<file path="config.mk">
export PLATFORM = sky130hd
export DESIGN_NAME = gmii_tx_framer
export DESIGN_NICKNAME = d
export VERILOG_FILES = /design/src/rtl/gmii_tx_framer.sv
export SDC_FILE = /design/constraint.sdc
export NUM_CORES = 1
export LEC_CHECK = 0
export BUFFER_PORTS_ARGS = -buffer_cell sky130_fd_sc_hd__buf_4
export CAP_MARGIN = 20
export CORE_UTILIZATION = 25
export CTS_CLUSTER_SIZE = 24
export DETAILED_ROUTE_END_ITERATION = 12
export HOLD_SLACK_MARGIN = 0.15
export SLEW_MARGIN = 30
export SYNTH_ARGS = -nofsm -noshare
export SYNTH_HDL_FRONTEND = slang
export SYNTH_SLANG_ARGS = --single-unit
</file>
<file path="constraint.sdc">
create_clock -name gmii_tx_clk -period 4.55 [get_ports gmii_tx_clk]
set_input_delay 0.2275 -clock gmii_tx_clk [delete_from_list [all_inputs] [get_ports gmii_tx_clk]]
set_output_delay 0.2275 -clock gmii_tx_clk [all_outputs]
set_load 0.01 [all_outputs]
</file>
<file path="src/rtl/gmii_tx_framer.sv">
// gmii_tx_framer: streams a byte payload out as a GMII frame with
// preamble/SFD, zero padding to MIN_FRAME, optional CRC-32 FCS and IFG.
// Ports: gmii_tx_clk, reset_n (async, active-low); s_tdata/s_tvalid/
//   s_tlast/s_tuser/s_tready upstream byte stream; gmii_txd/gmii_tx_en/
//   gmii_tx_er registered GMII outputs; busy, frame_done, underrun status.
// Build option: define GMII_TX_FRAMER_FCS_EN to append the FCS here;
//   otherwise the upstream source supplies it and no CRC logic is built.
module gmii_tx_framer #(
  parameter int IFG_BYTES = 12,
  parameter int MIN_FRAME = 60
) (
  input  logic       gmii_tx_clk,
  input  logic       reset_n,
  input  logic [7:0] s_tdata,
  input  logic       s_tvalid,
  input  logic       s_tlast,
  input  logic       s_tuser,
  output logic       s_tready,
  output logic [7:0] gmii_txd,
  output logic       gmii_tx_en,
  output logic       gmii_tx_er,
  output logic       busy,
  output logic       frame_done,
  output logic       underrun
);

  localparam logic [2:0] S_IDLE = 3'd0;
  localparam logic [2:0] S_PRE  = 3'd1;
  localparam logic [2:0] S_SFD  = 3'd2;
  localparam logic [2:0] S_DATA = 3'd3;
  localparam logic [2:0] S_PAD  = 3'd4;
  localparam logic [2:0] S_FCS  = 3'd5;
  localparam logic [2:0] S_DROP = 3'd6;
  localparam logic [2:0] S_IFG  = 3'd7;

  localparam logic [15:0] MIN_LEN  = 16'(MIN_FRAME);
  localparam logic [15:0] IFG_LAST = 16'(IFG_BYTES - 1);

`ifdef GMII_TX_FRAMER_FCS_EN
  localparam logic [2:0] S_TAIL = S_FCS;
`else
  localparam logic [2:0] S_TAIL = S_IFG;
`endif

  // State names the work done at the next clock edge; the GMII
  // registers hold the byte already on the wire this cycle.
  logic [2:0]  state;
  logic [2:0]  pre_cnt;
  logic [15:0] byte_cnt;
  logic [15:0] cnt_inc;
  logic [15:0] ifg_cnt;
  logic        dropped;

`ifdef GMII_TX_FRAMER_FCS_EN
  logic [31:0] crc;
  logic [1:0]  fcs_idx;

  function automatic logic [31:0] crc_byte(
    input logic [31:0] c,
    input logic [7:0]  d
  );
    logic [31:0] r;
    r = c ^ {24'd0, d};
    for (int k = 0; k < 8; k++)
      r = r[0] ? ((r >> 1) ^ 32'hEDB88320) : (r >> 1);
    return r;
  endfunction
`endif

  assign busy     = (state != S_IDLE);
  assign s_tready = (state == S_SFD) ||
                    (state == S_DATA) ||
                    (state == S_DROP);
  assign cnt_inc  = (byte_cnt == 16'hFFFF) ?
                    byte_cnt : byte_cnt + 16'd1;

  always_ff @(posedge gmii_tx_clk or negedge reset_n) begin
    if (!reset_n) begin
      state      <= S_IDLE;
      pre_cnt    <= 3'd0;
      byte_cnt   <= 16'd0;
      ifg_cnt    <= 16'd0;
      dropped    <= 1'b0;
      gmii_txd   <= 8'h00;
      gmii_tx_en <= 1'b0;
      gmii_tx_er <= 1'b0;
      frame_done <= 1'b0;
      underrun   <= 1'b0;
`ifdef GMII_TX_FRAMER_FCS_EN
      crc        <= 32'hFFFFFFFF;
      fcs_idx    <= 2'd0;
`endif
    end else begin
      gmii_txd   <= 8'h00;
      gmii_tx_en <= 1'b0;
      gmii_tx_er <= 1'b0;
      frame_done <= 1'b0;
      underrun   <= 1'b0;
      ifg_cnt    <= 16'd0;
`ifdef GMII_TX_FRAMER_FCS_EN
      fcs_idx    <= 2'd0;
`endif
      unique case (state)
        S_IDLE: begin
          if (s_tvalid) begin
            state      <= S_PRE;
            gmii_tx_en <= 1'b1;
            gmii_txd   <= 8'h55;
            pre_cnt    <= 3'd1;
            byte_cnt   <= 16'd0;
            dropped    <= 1'b0;
`ifdef GMII_TX_FRAMER_FCS_EN
            crc        <= 32'hFFFFFFFF;
`endif
          end
        end
        S_PRE: begin
          gmii_tx_en <= 1'b1;
          if (pre_cnt == 3'd7) begin
            gmii_txd <= 8'hD5;
            state    <= S_SFD;
          end else begin
            gmii_txd <= 8'h55;
            pre_cnt  <= pre_cnt + 3'd1;
          end
        end
        S_SFD, S_DATA: begin
          gmii_tx_en <= 1'b1;
          if (s_tvalid) begin
            gmii_txd   <= s_tdata;
            gmii_tx_er <= s_tuser;
            byte_cnt   <= cnt_inc;
`ifdef GMII_TX_FRAMER_FCS_EN
            crc        <= crc_byte(crc, s_tdata);
`endif
            if (s_tlast)
              state <= (cnt_inc < MIN_LEN) ? S_PAD : S_TAIL;
            else
              state <= S_DATA;
          end else begin
            // Starved mid-frame: poison the frame on the wire.
            gmii_tx_er <= 1'b1;
            underrun   <= 1'b1;
            dropped    <= 1'b1;
            state      <= S_DROP;
          end
        end
        S_PAD: begin
          gmii_tx_en <= 1'b1;
          byte_cnt   <= cnt_inc;
`ifdef GMII_TX_FRAMER_FCS_EN
          crc        <= crc_byte(crc, 8'h00);
`endif
          if (cnt_inc >= MIN_LEN)
            state <= S_TAIL;
        end
        S_FCS: begin
`ifdef GMII_TX_FRAMER_FCS_EN
          // Reflected CRC: low byte goes first, complemented.
          gmii_tx_en <= 1'b1;
          gmii_txd   <= ~crc[7:0];
          crc        <= {8'h00, crc[31:8]};
          fcs_idx    <= fcs_idx + 2'd1;
          if (fcs_idx == 2'd3)
            state <= S_IFG;
`else
          state <= S_IFG;
`endif
        end
        S_DROP: begin
          if (s_tvalid && s_tlast)
            state <= S_IFG;
        end
        S_IFG: begin
          if (ifg_cnt == 16'd0 && !dropped)
            frame_done <= 1'b1;
          if (ifg_cnt == IFG_LAST)
            state <= S_IDLE;
          else
            ifg_cnt <= ifg_cnt + 16'd1;
        end
        default: state <= S_IDLE;
      endcase
    end
  end

endmodule

</file>
==> impl_metrics.csv, run 1 <==
group,metric,value,unit
sta,post-route-period-util,0.550,
power_and_ir_drop,leakagePower,1.41,nW
run_status,status,"finished clean",
setup_path,crit_chain,"or4_1 -> nor4_2 -> a31o_2 -> a31oi_1 -> a2bb2oi_1 -> o41a_1",
min_path,hp-class,"input port to register",
layout,multi_input_area,0.00144,mm^2
layout,final_common_cell,"dfrtp_1",
route,wirelength,6.12,mm
synthesis,synth_top_area_cell,"dfrtp_1",
sta,hold_violations,0,
layout,drive_above_1_share,0.109,
floorplanning,die_h,108,um
synthesis,ys.flop_type,"dfrtp_1",
route,routedWlPerCell,12.8,um
sta,clock.fmax,0.399,GHz
sta,fin_tns_setup,0,ns
clock_tree,cts_setup_buffers,0,
synthesis,synth_fa_ha_area_frac,0.0221,
route,vias,2387,
sta,final.setup_skew,0.00467,ns
placement,dp_cells,470,
synthesis,ys_warn_count,0,
clock_tree,clk_latency,0.29,ns
synthesis,syn-cell-area,0.00283,mm^2
synthesis,syn_nets,338,
sta,maxSlewHeadroom,0.515,
route,drtIter0Drc,120,
clock_tree,cts_root_buffer,"clkbuf_16",
sta,grt_setup_unrepaired,"false",
layout,layout.nets,356,
synthesis,netlist.area_leader.share,0.451,
route,first_pass_iters,5,
placement,port_buffers,26,
synthesis,synth_edf_count,0,
floorplanning,fp-row-count,38,
power_and_ir_drop,peakVddDrop,256,uV
synthesis,synth_top_family_by_area,"simple AND/OR/NAND/NOR gates",
route,drt.antenna.violating_nets,0,
setup_path,slowest_delay,0.54,ns
setup_path,path_delay_family,"compound AO/OA/AOI/OAI gates",
grt,grt_antenna_before_repair,0,
synthesis,synthSimpleGateAreaFrac,0.249,
floorplanning,start_util,0.259,
run,cap_viol_max_count,0,
synthesis,avgSynthCellArea,8.84,um^2
grt,grt_overflow,0,
setup_path,end_kind,"register",
setup_path,crit_slowest_cell,"or4_1",
floorplanning,core,0.0109,mm^2
placement,place_hpwl,4.20,mm
clock_tree,cts.clk_slew.worst_paths,0.07,ns
placement,place_area,0.00313,mm^2
setup_path,arrival,2.67,ns
sta,drv_slew,0,
synthesis,ys_seq_area_frac,0.451,
layout,seqCellArea,0.00128,mm^2
synthesis,synth_compound_area_frac,0.180,
setup_path,crit_type,"register to register",
clock_tree,cts_htree_levels,2,
clock_tree,clock-sinks,51,
placement,gp_congestion,0.872,
setup_path,crit_fanout,21,
setup_path,crit_required,4.72,ns
grt,grt.total_usage,0.111,
layout,syn_to_final_growth,16.9,%
grt,grt_pass1_wl,10.5,mm
sta,worst_pin_slew,0.728,ns
synthesis,ys_async_sr_fraction,1.00,
sta,min_period,2.50,ns
layout,fillers,1178,
clock_tree,numCtsBuffers,5,
clock_tree,cts_tree,"built",
synthesis,synthTopCellsByArea,"dfrtp_1 45%, nor2_1 4.8%, nand2_1 3.6%",
floorplanning,pin_count,27,
route,drc,0,
floorplanning,die_area,0.0117,mm^2
grt,first_global_vias,2283,
clock_tree,cts_buffer_depth,2,
route,via_per_inst,4.99,
sta,setup_viol,0,
layout,n_antenna_cell,0,
setup_path,path_buf_inv,0,
synthesis,synthXorXnorAreaFrac,0.0526,
grt,grt_max_degree,52,
synthesis,synthCells,320,
layout,finalInstanceArea,0.00331,mm^2
synthesis,yosys_register_bits,51,
layout,final_cell_mix,"51 x dfrtp_1, 36 x nor2_1, 27 x nand2_1, 27 x buf_4, 20 x a21oi_1",
power_and_ir_drop,powerDensity,480,mW/mm^2
setup_path,start_kind,"register",
synthesis,muxShareOfSynthArea,0.00708,
layout,layoutNonFillerInstCount,478,
floorplanning,die_w,108,um
synthesis,synth_cell_type_count,51,
kinds of logic after synthesis:
family	count (synthesis)
fa+ha+maj	5
flops	51
compound gates	81
buf+inv	27
mux	2
simple gates	137
xor+xnor	17
layout make-up:
class | instances | area share
clock buffer | 5 | 0.0378
tap | 140 | 0.0530
timing repair buffer | 28 | 0.0643
multi-input combinational | 242 | 0.436
clock inverter | 2 | 0.0114
sequential | 51 | 0.386
inverter | 10 | 0.0114
sequential cells by signal, summed over array words and instances (netlist names):
name and cells:
gmii_txd 8, gmii_tx_er 1, underrun 1, dropped 1, frame_done 1, state 3
byte_cnt 16, pre_cnt 3, ifg_cnt 16, gmii_tx_en 1
cell usage after synthesis (7+ instances only):
cell type and count:
dfrtp_1 51, nor2_1 36, nand2_1 27, a21oi_1 20, o21ai_1 18, nand3_1 15, and3_1 11, inv_1 10
xor2_1 10, a31oi_1 9, clkbuf_1 9, nand4_1 9, nor3_1 8, buf_2 7, or3_1 7, xnor2_1 7
worst paths after layout:
kind | from | end | slack (ns) | cells after the start
hold reg to reg | pre_cnt[0] | pre_cnt[0] | 0.49 | 1
hold / removal | s_tdata[5] | gmii_txd[5] | 0.17 | 2
setup / recovery | ifg_cnt[12] | state[0] | 2.05 | 6
setup reg to reg | ifg_cnt[12] | state[0] | 2.05 | 6
min in group asynchronous | reset_n | gmii_txd[2] | 0.51 | 2
max in group asynchronous | reset_n | state[0] | 3.59 | 2
timing repair:
action,in CTS,in global routing
gates resized for setup,0,0
hold buffers,1,0
endpoints found under the setup margin,0,0
endpoints found under the hold margin,51,0
stage by stage:
stage | hold slack [ns] | setup slack [ns] | utilization | total power [mW]
2_1_floorplan | -0.0681 | 2.53 | - | 1.01
3_3_place_gp | 0.309 | 2.11 | 0.287 | 1.17
3_5_place_dp | 0.314 | 2.01 | 0.287 | 1.18
4_1_cts | 0.169 | 2.02 | 0.302 | 1.61
5_1_grt | 0.181 | 1.83 | 0.302 | 1.70
6_report | 0.174 | 2.05 | 0.302 | 1.59
power breakdown:
part,total (mW),internal [mW],switching [mW]
clock,0.417,0.256,0.161
combinational,0.523,0.230,0.293
sequential,0.648,0.531,0.117
total,1.59,1.02,0.571
layer usage:
metal | global-route usage | wire length, um
met5 | 0 | 0
met4 | 0.0261 | 59
met3 | 0.0217 | 205
met2 | 0.183 | 2920
met1 | 0.150 | 2930
(Power assumes the default switching activity.)
==> run 2: changes to the inputs <==
==> constraint.sdc (replaced) <==
create_clock -name gmii_tx_clk -period 2 [get_ports gmii_tx_clk]
set_input_delay 0.1 -clock gmii_tx_clk [delete_from_list [all_inputs] [get_ports gmii_tx_clk]]
set_output_delay 0.1 -clock gmii_tx_clk [all_outputs]
set_load 0.01 [all_outputs]
==> impl_metrics.csv, run 2 (same netlist as run 1, synthesis figures left out) <==
group,metric,value,unit
placement,dp_slack,-0.0986,ns
floorplanning,pin_count,27,
layout,n_antenna_cell,0,
sta,drv_slew,0,
layout,fillers,1126,
setup_path,end_kind,"register",
layout,reg_top3,"byte_cnt x16, ifg_cnt x16, gmii_txd x8",
setup_path,crit_chain,"or4_4 -> nor4_4 -> a31o_2 -> a31oi_1 -> a2bb2oi_1 -> o41a_1",
run_status,status,"finished with violations",
power_and_ir_drop,powerDensity,992,mW/mm^2
route,drc,0,
sta,grt_setup_unrepaired,"true",
power_and_ir_drop,p_sw_frac,0.370,
power_and_ir_drop,switching_power,1.40,mW
grt,first_global_vias,2525,
sta,worst_pin_slew,0.654,ns
grt,grt.total_usage,0.123,
sta,min_period,2.08,ns
sta,hold_violations,0,
sta,clock.fmax,0.480,GHz
route,wirelength,6.92,mm
power_and_ir_drop,power_frac_comb,0.406,
power_and_ir_drop,leakagePower,1.71,nW
sta,hold_slack,0.261,ns
route,drt.antenna.violating_nets,0,
sta,final.setup_skew,0.00655,ns
setup_path,crit_required,2.18,ns
placement,place_hpwl,4.71,mm
layout,drive_above_1_share,0.228,
floorplanning,start_util,0.259,
layout,final_common_cell,"buf_4",
route,drtIter0Drc,117,
clock_tree,clock-sinks,51,
power_and_ir_drop,peakVddDrop,575,uV
floorplanning,fp-row-count,38,
run,cap_viol_max_count,0,
floorplanning,die_w,108,um
clock_tree,cts_buffer_depth,2,
setup_path,slowest_delay,0.56,ns
placement,gp_congestion,0.871,
setup_path,crit_fanout,2,
power_and_ir_drop,seq_power_share,0.359,
min_path,hp-class,"input port to register",
grt,grt_pass1_wl,11.5,mm
clock_tree,cts_tree,"built",
grt,grt_overflow,0,
setup_path,start_kind,"register",
setup_path,crit_type,"register to register",
power_and_ir_drop,clockPowerShare,0.235,
clock_tree,clk_latency,0.30,ns
floorplanning,die_h,108,um
route,vias,2605,
run_status,violations,"setup timing",
clock_tree,cts_htree_levels,2,
floorplanning,core,0.0109,mm^2
route,routedWlPerCell,12.8,um
setup_path,path_delay_family,"simple AND/OR/NAND/NOR gates",
layout,final_cell_mix,"74 x buf_4, 51 x dfrtp_1, 36 x nor2_1",
layout,layout.nets,417,
clock_tree,numCtsBuffers,5,
clock_tree,cts.clk_slew.worst_paths,0.07,ns
grt,grt_antenna_before_repair,0,
setup_path,path_buf_inv,0,
layout,syn_to_final_growth,35.0,%
sta,maxSlewHeadroom,0.564,
sta,fin_ws,-0.0838,ns
placement,port_buffers,26,
power_and_ir_drop,internal_power,2.39,mW
route,first_pass_iters,4,
floorplanning,die_area,0.0117,mm^2
sta,post-route-period-util,1.04,
route,via_per_inst,4.82,
grt,grt_max_degree,52,
setup_path,arrival,2.27,ns
setup_path,crit_slowest_cell,"or4_4",
layout,fin_util,0.349,
clock_tree,cts_root_buffer,"clkbuf_16",
sta,setup_viol,3,
-- run 2: layout make-up --
type / instances / area (um^2) / area share
Clock buffer: 5 / 125 / 0.0328
Timing Repair Buffer: 89 / 706 / 0.185
Clock inverter: 3 / 26.3 / 0.00688
Multi-Input combinational cell: 242 / 1470 / 0.386
Sequential cell: 51 / 1280 / 0.334
Inverter: 10 / 37.5 / 0.00983
Tap cell: 140 / 175 / 0.0459
-- run 2: per-layer routing --
layer  track usage  wire (um)
met3        0.0223        224
met4        0.0338         59
met2         0.211       3360
met1         0.157       3280
met5             0          0
-- run 2: worst reg2reg max path, cell delays in order, from the launching register on --
cell	delay [ns]
dfrtp_1	0.38
or4_4	0.56
nor4_4	0.30
a31o_2	0.21
a31oi_1	0.08
a2bb2oi_1	0.14
o41a_1	0.31
-- run 2: worst paths after layout --
kind                            start          end  slack [ns]  cells after the start
hold reg to reg            pre_cnt[0]   pre_cnt[0]        0.49                      1
max in group asynchronous     reset_n  byte_cnt[6]        1.18                      2
min in group asynchronous     reset_n  ifg_cnt[11]        0.36                      2
hold / removal                s_tlast     state[2]        0.26                      5
setup / recovery           ifg_cnt[7]     state[0]       -0.08                      6
setup reg to reg           ifg_cnt[7]     state[0]       -0.08                      6
-- run 2: timing repair --
item / CTS / global route
hold endpoints to repair: 61 / 0
setup endpoints to repair: 3 / 4
gates resized for setup: 2 / 4
buffers inserted: 0 / 1
pin swaps: 2 / 3
hold buffers: 15 / 0
-- run 2: power by group through the flow --
| stage | Sequential (mW) | Combinational (mW) | Clock, mW |
|---|---|---|---|
| after floorplan | 1.36 | 0.931 | 0 |
| after global placement | 1.37 | 1.47 | 0 |
| after detailed placement | 1.37 | 1.50 | 0 |
| after CTS | 1.35 | 1.54 | 0.919 |
| after global routing | 1.38 | 1.72 | 0.954 |
| final | 1.36 | 1.54 | 0.890 |
-- run 2: through the flow --
stage / power [mW] / cells / instance area [um^2] / setup TNS [ns]
floorplan: 2.29 / 320 / 2830 / 0
global placement: 2.84 / 516 / 3480 / -0.0839
detailed placement: 2.87 / 516 / 3480 / -0.169
CTS: 3.81 / 539 / 3800 / -0.0718
global route: 4.06 / 540 / 3820 / -0.349
finish: 3.79 / 540 / 3820 / -0.146
==> run 3: changes to the inputs <==
==> constraint.sdc (replaced) <==
create_clock -name gmii_tx_clk -period 2 [get_ports gmii_tx_clk]
set_input_delay 0.2 -clock gmii_tx_clk [delete_from_list [all_inputs] [get_ports gmii_tx_clk]]
set_output_delay 0.2 -clock gmii_tx_clk [all_outputs]
set_load 0.01 [all_outputs]
==> impl_metrics.csv, run 3 (same netlist as run 1, synthesis figures left out) <==
group,metric,value,unit
layout,reg_top3,"byte_cnt x16, ifg_cnt x16, gmii_txd x8",
floorplanning,die_w,108,um
layout,layoutNonFillerInstCount,535,
route,wl_met1,3.35,mm
layout,layout.nets,412,
min_path,hp-start,"s_tdata[2]",
layout,n_antenna_cell,0,
power_and_ir_drop,peakVddDrop,596,uV
power_and_ir_drop,total_power,3.77,mW
floorplanning,die_h,108,um
clock_tree,cts.clk_slew.worst_paths,0.08,ns
sta,min_period,2.08,ns
clock_tree,clock-sinks,51,
floorplanning,die_area,0.0117,mm^2
sta,worst_pin_slew,0.649,ns
sta,post-route-period-util,1.04,
setup_path,rrSetupSlack,-0.08,ns
sta,clock.fmax,0.480,GHz
layout,drive_above_1_share,0.243,
placement,gp_congestion,0.885,
clock_tree,cts_root_buffer,"clkbuf_16",
floorplanning,core,0.0109,mm^2
layout,fin_util,0.345,
grt,grt.total_usage,0.119,
min_path,hp-class,"input port to register",
route,drt.antenna.violating_nets,0,
route,wirelength,6.94,mm
floorplanning,pin_count,27,
setup_path,start_kind,"register",
grt,grt_antenna_before_repair,0,
grt,first_global_vias,2497,
power_and_ir_drop,powerDensity,999,mW/mm^2
route,via_per_inst,4.91,
grt,grt_pass1_wl,11.2,mm
setup_path,arrival,2.26,ns
clock_tree,cts_htree_levels,2,
setup_path,crit_required,2.18,ns
sta,setup_viol,2,
clock_tree,cts_tree,"built",
power_and_ir_drop,leakagePower,1.71,nW
min_path,hold_end,"gmii_txd[2]",
route,wl_met3,227,um
floorplanning,fp-row-count,38,
route,routedWlPerCell,13.0,um
sta,hold_violations,0,
route,first_pass_iters,4,
placement,dp_cells,516,
min_path,whs_path_depth,3,
route,wl_met2,3.28,mm
route,drtIter0Drc,142,
run,cap_viol_max_count,0,
clock_tree,clk_latency,0.30,ns
placement,place_hpwl,4.85,mm
sta,drv_slew,0,
setup_path,r2r-end,"state[0]",
placement,port_buffers,26,
route,top_layer,"met4",
placement,dp_slack,-0.144,ns
run_status,violations,"setup timing",
setup_path,crit_fanout,2,
clock_tree,numCtsBuffers,5,
sta,final.setup_skew,0.00753,ns
sta,fin_ws,-0.0824,ns
setup_path,rr_worst_depth,6,
floorplanning,start_util,0.259,
clock_tree,cts_buffer_depth,2,
sta,grt_setup_unrepaired,"true",
grt,grt_max_degree,52,
sta,maxSlewHeadroom,0.567,
route,vias,2626,
layout,syn_to_final_growth,33.3,%
grt,grt_overflow,0,
route,drc,0,
setup_path,crit_type,"register to register",
setup_path,end_kind,"register",
run_status,status,"finished with violations",
setup_path,reg2reg_from,"ifg_cnt[7]",
layout,final_cell_mix,"78 x buf_4, 51 x dfrtp_1, 35 x nor2_1",
layout,final_common_cell,"buf_4",
-- run 3: layer usage --
| layer | track usage | vias to the layer above |
|---|---|---|
| met4 | 0.0434 | 0 |
| met2 | 0.197 | 49 |
| met5 | 0 | - |
| li1 | - | 1303 |
| met1 | 0.154 | 1264 |
| met3 | 0.0217 | 10 |
-- run 3: report_power, final --
part | internal, mW | total (mW) | switching, mW
logic | 0.681 | 1.51 | 0.825
clock network | 0.478 | 0.899 | 0.421
registers | 1.21 | 1.36 | 0.153
total | 2.37 | 3.77 | 1.40
-- run 3: how the worst max path moves through the flow --
stage	cells after the start	end	slack, ns	start
final	6	state[0]	-0.08	ifg_cnt[7]
after global routing	6	state[0]	-0.16	byte_cnt[3]
after CTS	6	state[0]	-0.05	ifg_cnt[10]
after detailed placement	6	state[0]	-0.14	ifg_cnt[9]
after global placement	6	state[0]	-0.06	ifg_cnt[9]
after floorplan	6	state[0]	0.01	ifg_cnt[8]
-- run 3: repair_timing --
item	in CTS	in global routing
endpoints found under the setup margin	3	3
gates resized for setup	2	6
pin swaps	4	6
buffers inserted	2	4
hold endpoints to repair	55	0
hold buffers	5	0
-- run 3: worst max-delay path: stages (launching register included) --
cell and delay (ns):
dfrtp_1 0.38, or4_4 0.55, nor4_4 0.30, a31o_2 0.22, a31oi_1 0.07, a2bb2oi_1 0.15
o41a_1 0.30
-- run 3: layout make-up --
cell class | count | area, um^2
fillers | 1114 | 7160
multi-input cells | 242 | 1480
flip-flops and latches | 51 | 1280
repair buffers | 84 | 647
well taps | 140 | 175
clock buffers | 5 | 125
inverters | 10 | 37.5
clock inverters | 3 | 28.8
-- run 3: metrics by stage --
| stage | setup TNS (ns) | instance area (um^2) | hold slack [ns] |
|---|---|---|---|
| 2_1_floorplan | 0 | 2830 | -0.0956 |
| 3_3_place_gp | -0.0785 | 3480 | 0.272 |
| 3_5_place_dp | -0.306 | 3480 | 0.283 |
| 4_1_cts | -0.0770 | 3720 | 0.160 |
| 5_1_grt | -0.342 | 3770 | 0.172 |
| 6_report | -0.0826 | 3770 | 0.162 |
